$ cat config.mk
export PLATFORM = sky130hd
export DESIGN_NAME = vga_digit_overlay
export DESIGN_NICKNAME = d
export VERILOG_FILES = /design/src/rtl/vga_overlay_pkg.sv /design/src/rtl/digit_glyph_rom.sv /design/src/rtl/vga_digit_overlay.sv
export SDC_FILE = /design/constraint.sdc
export NUM_CORES = 1
export LEC_CHECK = 0
export CORE_MARGIN = 3
export CORE_UTILIZATION = 38
export DETAILED_ROUTE_END_ITERATION = 12
export GPL_TIMING_DRIVEN = 0
export PLACE_DENSITY_LB_ADDON = 0.25
export SLEW_MARGIN = 20
export SYNTH_ARGS = -nofsm -noshare
export SYNTH_HDL_FRONTEND = slang
export SYNTH_SLANG_ARGS = --single-unit
$ cat constraint.sdc
create_clock -name clk -period 3.34 [get_ports clk]
set_input_delay 0.501 -clock clk [delete_from_list [all_inputs] [get_ports clk]]
set_output_delay 0.501 -clock clk [all_outputs]
set_load 0.05 [all_outputs]
$ cat src/rtl/vga_overlay_pkg.sv
// Shared types and glyph constants for the VGA digit overlay.
package vga_overlay_pkg;

  localparam int unsigned GLYPH_W    = 8;
  localparam int unsigned GLYPH_H    = 12;
  localparam int unsigned DIGIT_BITS = 4;

  typedef logic [GLYPH_W-1:0]    glyph_row_t;
  typedef logic [DIGIT_BITS-1:0] bcd_digit_t;

  // Video control bundle carried alongside the pixel pipeline.
  typedef struct packed {
    logic de;
    logic hsync;
    logic vsync;
  } vid_ctl_t;

endpackage

$ cat src/rtl/digit_glyph_rom.sv
// 8x12 decimal digit font ROM with a registered output row.
module digit_glyph_rom
  import vga_overlay_pkg::*;
(
  input  logic       clk,
  input  bcd_digit_t digit,
  input  logic [3:0] row,
  output glyph_row_t row_bits
);

  localparam int unsigned FONT_W = GLYPH_W * GLYPH_H;

  logic [FONT_W-1:0] glyph_c;
  logic [FONT_W-1:0] shifted_c;
  glyph_row_t        row_c;

  // Row 0 occupies the top byte of each glyph word.
  always_comb begin
    glyph_c = '0;
    case (digit)
      4'd0: glyph_c = 96'h3C66_666E_7666_6666_6666_3C00;
      4'd1: glyph_c = 96'h1838_7818_1818_1818_1818_7E00;
      4'd2: glyph_c = 96'h3C66_0606_0C18_3060_6066_7E00;
      4'd3: glyph_c = 96'h3C66_0606_1C06_0606_0666_3C00;
      4'd4: glyph_c = 96'h0C1C_3C6C_CCCC_FE0C_0C0C_1E00;
      4'd5: glyph_c = 96'h7E60_6060_7C06_0606_0666_3C00;
      4'd6: glyph_c = 96'h1C30_6060_7C66_6666_6666_3C00;
      4'd7: glyph_c = 96'h7E66_0606_0C18_1818_1818_1800;
      4'd8: glyph_c = 96'h7E66_6666_3C66_6666_6666_7E00;
      4'd9: glyph_c = 96'h3C66_6666_663E_0606_060C_3800;
      default: glyph_c = '0;
    endcase
  end

  always_comb begin
    shifted_c = glyph_c << {row, 3'b000};
    row_c     = '0;
    if (row < 4'(GLYPH_H)) row_c = shifted_c[FONT_W-1 -: GLYPH_W];
  end

  always_ff @(posedge clk) begin
    row_bits <= row_c;
  end

endmodule

$ cat src/rtl/vga_digit_overlay.sv
// N-digit BCD text overlay: 3-stage pixel pipeline with frame-synchronous value swap.
module vga_digit_overlay
  import vga_overlay_pkg::*;
#(
  parameter int unsigned NUM_DIGITS = 4,
  parameter int unsigned SCALE_LOG2 = 1,
  parameter int unsigned COORD_W    = 10,
  parameter int unsigned X0         = 16,
  parameter int unsigned Y0         = 16
) (
  input  logic                            clk,
  input  logic                            rst_n,
  input  logic [COORD_W-1:0]              pixel_x,
  input  logic [COORD_W-1:0]              pixel_y,
  input  logic                            de_in,
  input  logic                            hsync_in,
  input  logic                            vsync_in,
  input  logic                            frame_start,
  input  logic [DIGIT_BITS*NUM_DIGITS-1:0] value_bcd,
  input  logic                            value_valid,
  input  logic                            lz_blank,
  output logic                            pixel_on,
  output logic                            de_out,
  output logic                            hsync_out,
  output logic                            vsync_out
);

  localparam int unsigned VAL_W = DIGIT_BITS * NUM_DIGITS;
  localparam int unsigned EXT_W = COORD_W + 1;
  localparam int unsigned CW    = GLYPH_W << SCALE_LOG2;
  localparam int unsigned CH    = GLYPH_H << SCALE_LOG2;
  localparam int unsigned IDX_W = 3;
  localparam int unsigned COL_W = 3;
  localparam int unsigned ROW_W = 4;

  logic [VAL_W-1:0]      pending;
  logic [VAL_W-1:0]      active;
  logic [NUM_DIGITS-1:0] blank_mask;

  logic [VAL_W-1:0]      load_c;
  logic [NUM_DIGITS-1:0] mask_c;
  logic                  zero_run;

  // Value seen by the swap: value_valid in the same cycle bypasses pending.
  always_comb begin
    load_c   = value_valid ? value_bcd : pending;
    mask_c   = '0;
    zero_run = 1'b1;
    for (int i = 0; i < int'(NUM_DIGITS); i++) begin
      zero_run = zero_run & (load_c[VAL_W-1-DIGIT_BITS*i -: DIGIT_BITS] == '0);
      if (i < int'(NUM_DIGITS) - 1) mask_c[i] = lz_blank & zero_run;
    end
  end

  always_ff @(posedge clk) begin
    if (!rst_n) begin
      pending    <= '0;
      active     <= '0;
      blank_mask <= '0;
    end else begin
      if (value_valid) pending <= value_bcd;
      if (frame_start) begin
        active     <= load_c;
        blank_mask <= mask_c;
      end
    end
  end

  logic [EXT_W-1:0] x_ext_c;
  logic [EXT_W-1:0] y_ext_c;
  logic [EXT_W-1:0] dx_c;
  logic [EXT_W-1:0] dy_c;
  logic             in_box_c;

  // Extra MSB keeps box bounds from wrapping near the right/bottom edge.
  always_comb begin
    x_ext_c  = {1'b0, pixel_x};
    y_ext_c  = {1'b0, pixel_y};
    dx_c     = x_ext_c - EXT_W'(X0);
    dy_c     = y_ext_c - EXT_W'(Y0);
    in_box_c = (x_ext_c >= EXT_W'(X0)) && (x_ext_c < EXT_W'(X0 + NUM_DIGITS * CW)) &&
               (y_ext_c >= EXT_W'(Y0)) && (y_ext_c < EXT_W'(Y0 + CH));
  end

  logic             s1_in_box;
  logic [IDX_W-1:0] s1_idx;
  logic [COL_W-1:0] s1_col;
  logic [ROW_W-1:0] s1_row;
  vid_ctl_t         s1_ctl;

  always_ff @(posedge clk) begin
    if (!rst_n) begin
      s1_in_box <= 1'b0;
      s1_idx    <= '0;
      s1_col    <= '0;
      s1_row    <= '0;
      s1_ctl    <= '0;
    end else begin
      s1_in_box <= in_box_c;
      s1_idx    <= IDX_W'(dx_c >> (3 + SCALE_LOG2));
      s1_col    <= COL_W'(dx_c >> SCALE_LOG2);
      s1_row    <= ROW_W'(dy_c >> SCALE_LOG2);
      s1_ctl    <= '{de: de_in, hsync: hsync_in, vsync: vsync_in};
    end
  end

  bcd_digit_t nib_c;
  logic       blank_c;

  always_comb begin
    nib_c   = '0;
    blank_c = 1'b0;
    for (int i = 0; i < int'(NUM_DIGITS); i++) begin
      if (s1_idx == IDX_W'(i)) begin
        nib_c   = active[VAL_W-1-DIGIT_BITS*i -: DIGIT_BITS];
        blank_c = blank_mask[i];
      end
    end
  end

  glyph_row_t       rom_row;
  logic             s2_in_box;
  logic             s2_blank;
  logic [COL_W-1:0] s2_col;
  vid_ctl_t         s2_ctl;

  digit_glyph_rom u_rom (
    .clk      (clk),
    .digit    (nib_c),
    .row      (s1_row),
    .row_bits (rom_row)
  );

  always_ff @(posedge clk) begin
    if (!rst_n) begin
      s2_in_box <= 1'b0;
      s2_blank  <= 1'b0;
      s2_col    <= '0;
      s2_ctl    <= '0;
    end else begin
      s2_in_box <= s1_in_box;
      s2_blank  <= blank_c;
      s2_col    <= s1_col;
      s2_ctl    <= s1_ctl;
    end
  end

  // Bit 7 of the glyph row is the leftmost pixel.
  always_ff @(posedge clk) begin
    if (!rst_n) begin
      pixel_on  <= 1'b0;
      de_out    <= 1'b0;
      hsync_out <= 1'b0;
      vsync_out <= 1'b0;
    end else begin
      pixel_on  <= s2_ctl.de & s2_in_box & ~s2_blank & rom_row[3'd7 - s2_col];
      de_out    <= s2_ctl.de;
      hsync_out <= s2_ctl.hsync;
      vsync_out <= s2_ctl.vsync;
    end
  end

endmodule
==> impl_metrics.json <==
{
  "drc_errors": 0,
  "drv_cap": 0,
  "hp-class": "reg -> reg",
  "clk_latency_ps": 340,
  "placed_area_um2": 4240,
  "worstMarginPinSlew_ps": 724,
  "synth_sequential_area_ratio_pct": 37.5,
  "overflow": 0,
  "power_mw": 2.06,
  "async_reset_ff_share_pct": 0,
  "grt_pass1_vias": 3280,
  "setup_viol": 0,
  "critPathMaxFanout": 8,
  "ys.flop_type": "dfxtp_1",
  "die_h_um": 104,
  "start_kind": "flop",
  "reg2reg_to": "u_rom.row_bits[6]",
  "cp_common_cell": "inv_1",
  "core_um2": 9280,
  "ys_ff_latch": 68,
  "cts.reportedPaths.clkPinSlew_ps": 80,
  "cts_root_buf": "clkbuf_8",
  "slew_viol_final": 0,
  "diodes": 0,
  "yosysUniqueCellTypes": 59,
  "slowest_stage": "or4b_1",
  "synth_top_cell_area_share_pct": 37.5,
  "dp_hpwl_mm": 7.76,
  "final.setup.tns_ps": 0,
  "chipWidth_um": 104,
  "synthCells": 407,
  "h-tree-depth": 3,
  "synth_edf_count": 0,
  "end_kind": "flop",
  "cts_tree": "yes",
  "fin_skew_ps": 11.1,
  "final_core_util_pct": 48.2,
  "first_pass_iters": 5,
  "io_pins": 48,
  "rrSetupSlack_ps": 120,
  "cp.required_ps": 3560,
  "cts_buffers": 9,
  "leakage_nw": 1.79,
  "cts_buffer_depth": 2,
  "rr_startpoint": "s1_idx[0]",
  "ant_nets": 0,
  "yosysMostFrequentCell": "dfxtp_1",
  "place.gp.congestion": 0.938,
  "drive_gt1_share_pct": 7.69,
  "r2r_cells": 10,
  "p_per_area_nw_per_um2": 461,
  "vias": 3347,
  "synth_warnings": 0,
  "grt_max_degree": 14,
  "synth_nets": 461,
  "viasPerCell": 5.61,
  "avgSynthCellArea_um2": 8.92,
  "crit_path_start": "s1_idx[0]",
  "synthTopCellsByArea": "dfxtp_1 37%, mux2i_1 5.5%, o211a_1 5.0%",
  "vdd_drop_max_uv": 325,
  "max_freq_mhz": 311,
  "multi_input_area_um2": 2110,
  "crit_chain": "buf_6 > mux4_2 > and2_2 > inv_1 > ha_2 > inv_1 > or4b_1 > nand4_1 > a21oi_1 > nor4_2",
  "final_nets": 517,
  "design_area_um2": 4480,
  "finalHoldViolCount": 0,
  "min_period_ps": 3220,
  "slew-limit-headroom_pct": 51.7,
  "crit_type": "reg -> reg",
  "start_util_pct": 39.1,
  "clock_sinks": 68,
  "setup.worst_path.end": "u_rom.row_bits[6]",
  "dieArea_um2": 10800,
  "rows": 35,
  "port_buffers": 45,
  "area_growth_pct": 23.3,
  "grt_pass1_wl_mm": 16.5,
  "synth_area_leader_cell": "dfxtp_1",
  "n_fill_cell": 934,
  "rsz0062_at_grt": "false",
  "fin_crit_sh_pct": 96.4,
  "wl_per_cell_um": 17.0,
  "antenna_found_initial": 0,
  "hold_start": "s2_blank",
  "grt_usage_pct": 19.0,
  "wl_mm": 10.2,
  "drt_iter0_drc": 260,
  "final-seq-area_um2": 1360,
  "holdWs_ps": 430,
  "outcome": "completed",
  "cp.arrival_ps": 3440,
  "synth_area_um2": 3630,
  "cpPeakStageDelay_ps": 600,
  "synthTopCellsByCount": "68 x dfxtp_1, 41 x nand2_1, 30 x clkbuf_1"
}
==> flip-flops by register name, indices dropped and copies added (netlist names), 3 cells and up <==
name            count
s1_idx              3
s2_ctl              3
s1_col              3
s1_row              4
u_rom.row_bits      7
s2_col              3
blank_mask          3
s1_ctl              3
active             16
pending            16
==> logic make-up (layout without fill, tap and decap cells) <==
group	Yosys count	after routing	synth area share (%)
buffers and inverters	44	105	4.96
adders and majority gates	10	10	3.44
muxes	26	26	9.03
and+or+nand+nor	149	149	23.0
AOI/OAI and AO/OA	110	110	22.1
DFF	68	68	37.5
==> placed cells by master, fill, tap and decap left out, types with 5 or more instances in the layout <==
cell type and n:
nor2b_1 23, nor4_1 5, clkbuf_1 28, and2_1 23, o22ai_1 7, nand2b_1 8, nand2_1 41, o211a_1 18
mux2i_1 20, inv_1 9, mux4_2 5, clkdlybuf4s50_1 45, o21ai_0 17, clkbuf_8 10, nand3_1 5, nor2_1 13
a21oi_1 18, dfxtp_1 68, a21boi_0 8, ha_1 8
==> power breakdown <==
group	total, mW	internal [mW]	switching, mW	leakage (nW)
Sequential	0.887	0.864	0.0225	0.562
Clock	0.690	0.371	0.319	0.0995
Combinational	0.487	0.215	0.272	1.12
==> cell type report <==
cell class	instances	area share (%)
plain buffers	32	3.05
clock buffers	10	3.07
clock inverters	6	1.59
inverters	11	0.922
multi-input cells	295	47.1
flip-flops and latches	68	30.4
well taps	129	3.61
repair buffers	46	10.2
==> worst max-delay path, delay by kind of cell, from the launching register on <==
| family | cells | cell delay, ps |
|---|---|---|
| buffers and inverters | 3 | 450 |
| flip-flops | 1 | 330 |
| multiplexers | 1 | 580 |
| AND/OR/NAND/NOR | 4 | 1390 |
| adder cells (fa/ha/maj) | 1 | 280 |
| AO/OA/AOI/OAI | 1 | 60 |
==> how the worst min path moves through the flow <==
| stage | end | depth (start not counted) |
|---|---|---|
| 2_1_floorplan | pixel_on | 1 |
| 3_3_place_gp | hsync_out | 1 |
| 3_5_place_dp | pixel_on | 1 |
| 4_1_cts | s2_ctl[0] | 1 |
| 5_1_grt | pixel_on | 1 |
| 6_report | pixel_on | 1 |
==> through the flow <==
step,instances,worst slack [ps]
floorplan,407,445
global placement,581,-423
detailed placement,581,-369
CTS,596,49.5
global route,597,13.2
finish,597,120
==> timing repair <==
| action | 4_1_cts | 5_1_grt |
|---|---|---|
| cloned | 0 | 0 |
| pin swaps | 0 | 1 |
| hold buffers | 0 | 0 |
| setup buffers | 0 | 1 |
| resized for setup | 3 | 6 |
| setup endpoints to repair | 3 | 1 |
==> metal layers <==
| metal | track usage, % | wire (um) | up-vias |
|---|---|---|---|
| met3 | 4.55 | 855 | 34 |
| met1 | 25.0 | 4260 | 1552 |
| li1 | - | - | 1591 |
| met4 | 5.89 | 299 | 0 |
| met2 | 31.0 | 4760 | 170 |
| met5 | 0 | 0 | - |
Power figures use the tool's default switching activity.
